`src/rtl/instr_encoder_pkg.sv`:
```
// Shared opcode constants, op_kind encodings and FSM state type for the
// MIPS instruction encoder (the encoding-side mirror of the decoder's constants).
package instr_encoder_pkg;

  localparam logic [5:0] OPC_RTYPE = 6'b000000;
  localparam logic [5:0] OPC_LW    = 6'b100011;
  localparam logic [5:0] OPC_SW    = 6'b101011;
  localparam logic [5:0] OPC_J     = 6'b000010;
  localparam logic [5:0] OPC_BEQ   = 6'b000100;
  localparam logic [5:0] OPC_ADDI  = 6'b001000;
  localparam logic [5:0] OPC_LUI   = 6'b001111;
  localparam logic [5:0] OPC_ORI   = 6'b001101;

  typedef enum logic [3:0] {
    OPK_RTYPE = 4'd0,
    OPK_LW    = 4'd1,
    OPK_SW    = 4'd2,
    OPK_J     = 4'd3,
    OPK_BEQ   = 4'd4,
    OPK_ADDI  = 4'd5,
    OPK_LUI   = 4'd6,
    OPK_ORI   = 4'd7
  } op_kind_e;

  typedef enum logic [1:0] {
    ST_IDLE = 2'd0,
    ST_RUN  = 2'd1,
    ST_FULL = 2'd2,
    ST_DONE = 2'd3
  } enc_state_e;

  // Kinds 8..15 have no encoding.
  function automatic logic op_kind_legal(input logic [3:0] kind);
    return (kind[3] == 1'b0);
  endfunction

endpackage

```
`src/rtl/instr_field_pack.sv`:
```
// Combinational descriptor-to-word packer holding every encoding rule.
// INSTR_ENC_BEQ_ABS_EN: BEQ imm is an absolute word address converted to an offset.
module instr_field_pack
  import instr_encoder_pkg::*;
#(
  parameter int ADDR_W = 8
) (
  input  logic [3:0]        op_kind,
  input  logic [4:0]        rs,
  input  logic [4:0]        rt,
  input  logic [4:0]        rd,
  input  logic [4:0]        shamt,
  input  logic [5:0]        funct,
  input  logic [15:0]       imm,
  input  logic [25:0]       target,
  input  logic [ADDR_W-1:0] addr_ptr,
  output logic [31:0]       word,
  output logic              legal
);

  logic [15:0] beq_imm_s;

`ifdef INSTR_ENC_BEQ_ABS_EN
  logic [15:0] next_pc_s;

  // Offset is relative to the word after the branch, wrapped to 16 bits.
  assign next_pc_s = 16'(addr_ptr) + 16'd1;
  assign beq_imm_s = imm - next_pc_s;
`else
  logic unused_ptr_s;

  assign unused_ptr_s = ^addr_ptr;
  assign beq_imm_s    = imm;
`endif

  // Select the field layout for the requested kind
  always_comb begin
    word  = 32'h0000_0000;
    legal = op_kind_legal(op_kind);
    case (op_kind)
      OPK_RTYPE: word = {OPC_RTYPE, rs, rt, rd, shamt, funct};
      OPK_LW:    word = {OPC_LW, rs, rt, imm};
      OPK_SW:    word = {OPC_SW, rs, rt, imm};
      OPK_J:     word = {OPC_J, target};
      OPK_BEQ:   word = {OPC_BEQ, rs, rt, beq_imm_s};
      OPK_ADDI:  word = {OPC_ADDI, rs, rt, imm};
      OPK_LUI:   word = {OPC_LUI, 5'b00000, rt, imm};
      OPK_ORI:   word = {OPC_ORI, rs, rt, imm};
      default:   word = 32'h0000_0000;
    endcase
  end

endmodule

```
`src/rtl/instr_encoder.sv`:
```
// Instruction encoder/loader: accepts descriptors, writes packed MIPS words
// sequentially into instruction memory. Optional macro: INSTR_ENC_BEQ_ABS_EN.
module instr_encoder
  import instr_encoder_pkg::*;
#(
  parameter int ADDR_W = 8
) (
  input  logic              clk,
  input  logic              rst_n,
  input  logic              start,
  input  logic [ADDR_W-1:0] base_addr,
  input  logic              in_valid,
  output logic              in_ready,
  input  logic [3:0]        op_kind,
  input  logic [4:0]        rs,
  input  logic [4:0]        rt,
  input  logic [4:0]        rd,
  input  logic [4:0]        shamt,
  input  logic [5:0]        funct,
  input  logic [15:0]       imm,
  input  logic [25:0]       target,
  input  logic              seal,
  output logic              imem_we,
  output logic [ADDR_W-1:0] imem_addr,
  output logic [31:0]       imem_wdata,
  output logic [ADDR_W:0]   count,
  output logic              busy,
  output logic              full,
  output logic              done,
  output logic              err
);

  localparam logic [ADDR_W-1:0] LAST_ADDR = {ADDR_W{1'b1}};
  localparam logic [ADDR_W-1:0] PTR_ONE   = {{(ADDR_W-1){1'b0}}, 1'b1};
  localparam logic [ADDR_W:0]   COUNT_ONE = {{ADDR_W{1'b0}}, 1'b1};

  enc_state_e        state_r, state_s;
  logic [ADDR_W-1:0] addr_ptr_r, addr_ptr_s;
  logic [ADDR_W:0]   count_r, count_s;
  logic              err_r, err_s;
  logic              we_r, we_s;
  logic [ADDR_W-1:0] waddr_r, waddr_s;
  logic [31:0]       wdata_r, wdata_s;
  logic [31:0]       enc_word_s;
  logic              enc_legal_s;
  logic              ready_s;
  logic              accept_s;

  instr_field_pack #(
    .ADDR_W (ADDR_W)
  ) u_pack (
    .op_kind  (op_kind),
    .rs       (rs),
    .rt       (rt),
    .rd       (rd),
    .shamt    (shamt),
    .funct    (funct),
    .imm      (imm),
    .target   (target),
    .addr_ptr (addr_ptr_r),
    .word     (enc_word_s),
    .legal    (enc_legal_s)
  );

  // start and seal both steal the cycle, so the source must hold its descriptor.
  assign ready_s  = (state_r == ST_RUN) && !start && !seal;
  assign accept_s = in_valid && ready_s;

  // Next-state, pointer, counter and write-port decisions
  always_comb begin
    state_s    = state_r;
    addr_ptr_s = addr_ptr_r;
    count_s    = count_r;
    err_s      = err_r;
    we_s       = 1'b0;
    waddr_s    = waddr_r;
    wdata_s    = wdata_r;
    if (start) begin
      state_s    = ST_RUN;
      addr_ptr_s = base_addr;
      count_s    = {(ADDR_W+1){1'b0}};
      err_s      = 1'b0;
    end else begin
      case (state_r)
        ST_RUN: begin
          if (seal) begin
            // Halt word is a jump to its own address.
            we_s    = 1'b1;
            waddr_s = addr_ptr_r;
            wdata_s = {OPC_J, 26'(addr_ptr_r)};
            count_s = count_r + COUNT_ONE;
            state_s = ST_DONE;
          end else if (accept_s) begin
            if (enc_legal_s) begin
              we_s    = 1'b1;
              waddr_s = addr_ptr_r;
              wdata_s = enc_word_s;
              count_s = count_r + COUNT_ONE;
              if (addr_ptr_r == LAST_ADDR) begin
                state_s = ST_FULL;
              end else begin
                addr_ptr_s = addr_ptr_r + PTR_ONE;
              end
            end else begin
              err_s = 1'b1;
            end
          end else begin
            state_s = ST_RUN;
          end
        end
        ST_IDLE, ST_FULL, ST_DONE: state_s = state_r;
        default:                   state_s = ST_IDLE;
      endcase
    end
  end

  // State, pointer, counter and registered write port
  always_ff @(posedge clk or negedge rst_n) begin
    if (!rst_n) begin
      state_r    <= ST_IDLE;
      addr_ptr_r <= {ADDR_W{1'b0}};
      count_r    <= {(ADDR_W+1){1'b0}};
      err_r      <= 1'b0;
      we_r       <= 1'b0;
      waddr_r    <= {ADDR_W{1'b0}};
      wdata_r    <= 32'h0000_0000;
    end else begin
      state_r    <= state_s;
      addr_ptr_r <= addr_ptr_s;
      count_r    <= count_s;
      err_r      <= err_s;
      we_r       <= we_s;
      waddr_r    <= waddr_s;
      wdata_r    <= wdata_s;
    end
  end

  assign in_ready   = ready_s;
  assign imem_we    = we_r;
  assign imem_addr  = waddr_r;
  assign imem_wdata = wdata_r;
  assign count      = count_r;
  assign err        = err_r;
  assign busy       = (state_r == ST_RUN);
  assign full       = (state_r == ST_FULL);
  assign done       = (state_r == ST_DONE);

endmodule
```
`config.mk`:
```
export PLATFORM = sky130hd
export DESIGN_NAME = instr_encoder
export DESIGN_NICKNAME = d
export VERILOG_FILES = /design/src/rtl/instr_encoder_pkg.sv /design/src/rtl/instr_field_pack.sv /design/src/rtl/instr_encoder.sv
export SDC_FILE = /design/constraint.sdc
export NUM_CORES = 1
export LEC_CHECK = 0
export BUFFER_PORTS_ARGS = -buffer_cell sky130_fd_sc_hd__buf_2
export CELL_PAD_IN_SITES_DETAIL_PLACEMENT = 0
export CELL_PAD_IN_SITES_GLOBAL_PLACEMENT = 2
export CORE_ASPECT_RATIO = 1.4
export CORE_MARGIN = 10
export CORE_UTILIZATION = 29
export CTS_CLUSTER_SIZE = 28
export DETAILED_ROUTE_END_ITERATION = 8
export PLACE_DENSITY = 0.95
export SKIP_CTS_REPAIR_TIMING = 1
export SYNTH_ARGS = -nofsm -noshare
export SYNTH_HDL_FRONTEND = slang
export SYNTH_HIERARCHICAL = 1
export SYNTH_SLANG_ARGS = --single-unit
```
`constraint.sdc`:
```
create_clock -name clk -period 3.8 [get_ports clk]
set_input_delay 0.38 -clock clk [delete_from_list [all_inputs] [get_ports clk]]
set_output_delay 0.38 -clock clk [all_outputs]
set_load 0.01 [all_outputs]
```
======== Word-level counts from Yosys, hierarchy flattened ========
Index checks and enable logic that the tools add are counted.
storage, ports and cells
  flip-flop bits (word level) ............. 61
  input bits .............................. 85
  output and inout bits ................... 55
  word-level logic and storage cells ...... 81
cells by class
  add/sub/neg operators ................... 2
  equality and inequality tests ........... 19
  muxes and demuxes ....................... 34
  bitwise gates (word level) .............. 1
  reductions and logical operators ........ 18
operators with widths
  operator               count
  $pmux W32 S8           1
  $mux W32               3
  $mux W8                9
  $mux W9                5
  $eq A4 B3 Y1 const B   4
  $mux W2                6
  $mux W1                10
  $add A9 B1 Y9 const B  1
  $add A8 B1 Y8 const B  1
  $eq A4 B2 Y1 const B   2
  $eq A8 B8 Y1 const B   1
  $ne A2 B2 Y1 const B   4
  $reduce_and A4 Y1      2
  $reduce_bool A2 Y1     4
  $reduce_and A3 Y1      2
  $ne A5 B4 Y1 const B   1
  $ne A5 B5 Y1 const B   1
  $reduce_and A5 Y1      1
  $eq A2 B2 Y1 const B   2
  $eq A4 B1 Y1 const B   1
  $logic_not A4 Y1       1
  $logic_and A1 B1 Y1    3
  $ne A3 B2 Y1 const B   1
  $reduce_bool A3 Y1     1
  6 further kinds        7

======== Logic depth before layout (Yosys ltp) ========
  depth in word-level cells ............... 8
  gate-level depth with buffers ........... 8
  mapped depth without buffers ............ 6

======== Modules after synthesis ========
Netlist, hierarchy kept.
by module, submodules not included
  module            times used  cells an instance  area an instance (sq um)  sequential area each (sq um)
  instr_encoder     1           245                2631.3                    1526.5
  instr_field_pack  1           107                633.1                     0.0

======== Worst setup path before layout ========
Ideal clock, no wire load.
  path type ............................... register -> register
  start point ............................. reg state_r[1]
  end point ............................... reg addr_ptr_r[3]
  library setup time ...................... 0.069 ns
  data arrival time ....................... 1.684 ns
  data required time ...................... 3.731 ns
  path slack .............................. 2.047 ns
  stages on the path, launching flop included .. 5
  buffers on the path ..................... 0
  clock period less this slack ............ 1.753 ns
  cells stage by stage .................... dfrtp_1 > nor4b_4 > o211ai_2 > or4_1 > nand3_1
on the way
  cells in the longest elaborated chain, start to end .. 6
  elaborated cells on any way between the ends .. 7
  those cells by class .................... eq/ne: 1; reduce/logical: 6
RTL lines
  what                              line                  text
  start: declaration                instr_encoder.sv:37   enc_state_e state_r, state_s;
  start signal: assignment          instr_encoder.sv:128  state_r <= state_s;
  $eq A2 B1 Y1                      instr_encoder.sv:66   assign ready_s = (state_r == ST_RUN) && !start && !seal;
  $logic_and A1 B1 Y1 (2 in a row)  instr_encoder.sv:66
  named net in_ready                instr_encoder.sv:13   output logic in_ready,
  $logic_and A1 B1 Y1               instr_encoder.sv:67   assign accept_s = in_valid && ready_s;
  $reduce_bool A2 Y1 (no line)      n/a
  $reduce_and A5 Y1 (no line)       n/a
  end signal: assignment            instr_encoder.sv:121  addr_ptr_r <= {ADDR_W{1'b0}};
  end signal: assignment            instr_encoder.sv:129  addr_ptr_r <= addr_ptr_s;
  end: declaration                  instr_encoder.sv:38   logic [ADDR_W-1:0] addr_ptr_r, addr_ptr_s;
The timed path passes the listed nets, and every way through them passes these cells.
A chain may end at the register's enable or synchronous reset.

======== Worst setup path after layout ========
  start point ............................. in op_kind[0]
  end point ............................... reg wdata_r[6] (netlist: imem_wdata[6])
on the way
  cells in the longest elaborated chain, start to end .. 5
  elaborated cells on any way between the ends .. 12
  those cells by class .................... eq/ne: 7; mux: 4; reduce/logical: 1
RTL lines
  what                                        line                    text
  start: declaration                          instr_encoder.sv:14     input logic [3:0] op_kind,
  $eq A4 B3 Y1, or another cell as far along  instr_field_pack.sv:40  case (op_kind)
  $pmux W32 S8 *                              instr_field_pack.sv:40
  named net enc_word_s[6]                     instr_encoder.sv:44     logic [31:0] enc_word_s;
  $mux W32 *                                  instr_encoder.sv:94     if (enc_legal_s) begin
  $mux W32 *                                  instr_encoder.sv:93     end else if (accept_s) begin
  $mux W32 *                                  instr_encoder.sv:86     if (seal) begin
  end signal: assignment                      instr_encoder.sv:134    wdata_r <= wdata_s;
  end: declaration                            instr_encoder.sv:43     logic [31:0] wdata_r, wdata_s;
Mark *: on every way through the listed nets, which the timed path passes. The rest lies on a longest branch. The select of a mux whose other input is x is not followed.

==> reports/results.txt <==
For this block, the routed nets add up to 10900 um of wire. The post-layout minimum cycle time works out to 2.09 ns. In the routed layout, each cell is associated on average with a via count of 4.89.

In this run the core area contains 45 standard-cell rows. The clock passes through at most 2 buffers. The die is 146 um tall. The most critical setup path has its startpoint at op_kind[0]. By instance count, the leading cell after synthesis is sky130_fd_sc_hd__dfrtp_1. The mapped netlist covers 0.00326 mm^2. The weighted congestion reported at the end of routability-driven placement came out at 0.742. Of all cell types, the one taking the most synthesized area is sky130_fd_sc_hd__dfrtp_1. Summing internal, switching and leakage power gives 1.80 mW. For this run the aggregate overflow at the end of global routing stands at 0. The required arrival time at the worst endpoint was 4.05 ns; the final clock period utilization by the worst path was 0.551. The tree is rooted in a sky130_fd_sc_hd__clkbuf_16. Setup violations remaining at the end of the flow were counted as 0. The flow ran to the end, and the final reports show no timing, DRC or antenna violations. The layout has 1160 filler cells. The count of nets left with antenna violations once routing finished came out at 0. STA puts the critical path data arrival time at 2.34 ns.

Dividing the detail-routed wire length by the instance count gives 17.4 um. The run gives 0.396 as the final cell utilization of the core. For the pin with the worst max-slew slack, the measured transition is 0.986 ns.

The die width is 110 um, and the count of buffers inserted at the top-level ports is 139. Averaged over all synthesized cells, the footprint is 9.27 um^2. Setup repair after global routing left no endpoint under its margin. The worst hold path belongs to the class input port to asynchronous set/reset pin. The leakage dissipation is 2.22 nW, and the total negative slack for setup checks is 0 ns.

In the synthesized netlist, the cells that appear most often are 61 x sky130_fd_sc_hd__dfrtp_1, 54 x sky130_fd_sc_hd__nand2_1, 24 x sky130_fd_sc_hd__o21ai_0. The worst slew margin relative to its limit is 0.342. The Yosys step of the flow raised 6 warnings. The first detailed-routing pass took 4 iterations.

Critical path startpoint category: an input port. Clock skew on the completed layout was measured at 0.00349 ns. The initial antenna violation count was 1. In the final design database the tool counted 570 nets. The die covers 0.0160 mm^2. The repair_antennas step left the layout with diodes totalling 0. The fraction of the yosys area taken by sequential cells is 0.468, and the share of the synthesized area in the top cell type is 0.468.

The achievable clock frequency is 478 MHz, and the via count of the first global-routing pass is 3298. The tools report the launch instance of the worst register-to-register path as state_r[1]$_DFFE_PN0P_. The tools report the maximum VDD drop as 0.199 mV.

The proportion of register bits with asynchronous set or reset after synthesis is 1.00. The critical path class was input port to register. The tools report the count of mapped cells out of synthesis as 352. The tools report the starting density of the core as 0.299. Counting the buffers created by CTS gives 9.

The number of synthesized register bits works out to 61. Along the worst path, the maximum fanout reaches 18. The source-to-sink clock delay at the later pin of the worst-skew pair came out at 0.33 ns. In the routed design, unresolved DRC markers number 0. During I/O placement, the number of pins put on the boundary was 140. End of the critical path: imem_wdata[6]$_DFFE_PN0P_.

The endpoint identified for the worst register-to-register timing path is imem_wdata[11]$_DFFE_PN0P_. Synthesis-to-finish area growth: 32.4%. For the final count of pins violating max slew, the log shows 0. The global-route wire length before repair was 17400 um. The run gives 0.139 as the total global routing track utilization.

STA classifies the critical path endpoint as a register. Pin count of the biggest net entering global routing: 38. The clock drives 61 sinks. Across the run, the number of max-cap violations was 0. Among all flip-flop cells after synthesis, the most frequent one is sky130_fd_sc_hd__dfrtp_1. The half-perimeter wire length after placement came out at 8390 um.

For the area of the core, the log shows 0.0109 mm^2. The count of H-tree levels built during CTS was 3; the number of DRC markers in iteration 0 was 98. The final route contains 3064 vias.

Clock-pin slew was measured on the worst setup and hold paths at 0.05 ns. The number of nets handed over by synthesis was 439. Sorting the synthesized cells by area gives the leading types as sky130_fd_sc_hd__dfrtp_1 47%, sky130_fd_sc_hd__nand2_1 6.2%, sky130_fd_sc_hd__a22o_1 6.2%. Excluding fillers, the count of instances in the completed layout stands at 627. Fraction of layout cells with a size suffix above 1: 0.344. For the worst flop-to-flop path, the logic depth is 5.

Synthesis instantiated 53 different standard cells from the library. Power spread over the standard cell area amounts to 416 mW/mm^2. TritonCTS built the clock tree.

Counting flops with a built-in enable in the synthesized netlist gives 0. In this run, placement finished with an instance count of 613. For flop-to-flop paths, the worst setup slack is 1.72 ns.

Number of hold-slack violations in the final timing report: 0.
cells in the final DEF, fill, tap and decap left out, types with 2 or more instances in the layout:
| cell type | instances |
|---|---|
| sky130_fd_sc_hd__clkbuf_8 | 2 |
| sky130_fd_sc_hd__xnor2_1 | 2 |
| sky130_fd_sc_hd__a31oi_1 | 4 |
| sky130_fd_sc_hd__or4_1 | 6 |
| sky130_fd_sc_hd__a22o_1 | 23 |
| sky130_fd_sc_hd__or3_1 | 4 |
| sky130_fd_sc_hd__xor2_1 | 6 |
| sky130_fd_sc_hd__a32oi_1 | 5 |
| sky130_fd_sc_hd__a22oi_1 | 15 |
| sky130_fd_sc_hd__clkinv_2 | 2 |
| sky130_fd_sc_hd__clkbuf_16 | 9 |
| sky130_fd_sc_hd__a21oi_1 | 17 |
| sky130_fd_sc_hd__nand3_1 | 12 |
| sky130_fd_sc_hd__nand4_1 | 4 |
| sky130_fd_sc_hd__nor2_1 | 15 |
| sky130_fd_sc_hd__a21o_1 | 2 |
| sky130_fd_sc_hd__o21ai_2 | 2 |
| sky130_fd_sc_hd__dfrtp_1 | 61 |
| sky130_fd_sc_hd__o21ai_1 | 9 |
| sky130_fd_sc_hd__o31ai_1 | 2 |
| sky130_fd_sc_hd__ha_1 | 2 |
| sky130_fd_sc_hd__mux2i_1 | 9 |
| sky130_fd_sc_hd__nand2_1 | 54 |
| sky130_fd_sc_hd__and2_1 | 3 |
| sky130_fd_sc_hd__buf_2 | 139 |
| sky130_fd_sc_hd__o21ai_0 | 24 |
| sky130_fd_sc_hd__buf_4 | 3 |
| sky130_fd_sc_hd__nor3_1 | 3 |
| sky130_fd_sc_hd__inv_1 | 21 |
flip-flops by register name (all words and copies together), names as in the netlist:
| register | count |
|---|---|
| addr_ptr_r | 8 |
| count | 9 |
| err | 1 |
| imem_addr | 8 |
| imem_wdata | 32 |
| imem_we | 1 |
| state_r | 2 |
area by class of cell:
class	count	area [um^2]	area share
Timing Repair Buffer	142	718	0.166
Multi-Input combinational cell	246	1550	0.358
Tap cell	141	176	0.0408
Clock inverter	2	10.0	0.00232
Inverter	23	86.3	0.0200
Clock buffer	12	256	0.0594
Sequential cell	61	1530	0.353
cell families (layout without fill, tap and decap cells):
| logic type | Yosys count | count (layout) | share of synthesized area |
|---|---|---|---|
| muxes | 9 | 9 | 0.0276 |
| other | 1 | 1 | 0.00115 |
| xor gates and xnor gates | 8 | 8 | 0.0215 |
| buffers and inverters | 45 | 179 | 0.0644 |
| and+or+nand+nor | 114 | 114 | 0.174 |
| DFF | 61 | 61 | 0.468 |
| AOI/OAI and AO/OA | 112 | 112 | 0.236 |
| adders and majority gates | 2 | 2 | 0.00766 |
worst min-delay path by stage:
stage                from                         to  slack [ns]  cells after the start
floorplan           rst_n  addr_ptr_r[0]$_DFFE_PN0P_        0.08                      0
global placement    rst_n   imem_addr[7]$_DFFE_PN0P_        0.40                      1
detailed placement  rst_n   imem_addr[5]$_DFFE_PN0P_        0.41                      1
CTS                 rst_n   imem_addr[5]$_DFFE_PN0P_        0.06                      1
global route        rst_n   imem_addr[5]$_DFFE_PN0P_        0.08                      1
finish              rst_n   imem_addr[5]$_DFFE_PN0P_        0.05                      1
worst max-delay path: stages:
cell and delay, ns:
sky130_fd_sc_hd__buf_2 0.30, sky130_fd_sc_hd__nor4bb_4 0.95, sky130_fd_sc_hd__a22oi_1 0.21, sky130_fd_sc_hd__o21ai_0 0.23, sky130_fd_sc_hd__mux2i_1 0.12, sky130_fd_sc_hd__o21ai_0 0.15
report_power, final:
group	total, mW	internal, mW	switching [mW]
clock network	0.738	0.466	0.272
registers	0.757	0.708	0.0489
logic	0.304	0.128	0.175
total	1.80	1.30	0.496
per-layer routing:
metal / GRT usage / routed length [um] / up-vias
met4: 0.0463 / 145 / 2
met3: 0.0544 / 748 / 14
met1: 0.150 / 4360 / 1431
li1: - / - / 1527
met5: 0 / 13 / -
met2: 0.239 / 5630 / 90
stage by stage:
stage | hold slack (ns) | area, um^2 | worst slack [ns]
2_1_floorplan | 0.0844 | 3260 | 2.05
3_3_place_gp | 0.398 | 4060 | 1.46
3_5_place_dp | 0.413 | 4060 | 1.36
4_1_cts | 0.0614 | 4320 | 1.68
5_1_grt | 0.0811 | 4320 | 1.50
6_report | 0.0485 | 4320 | 1.71
Note: power is estimated with default switching activity, not from simulation.
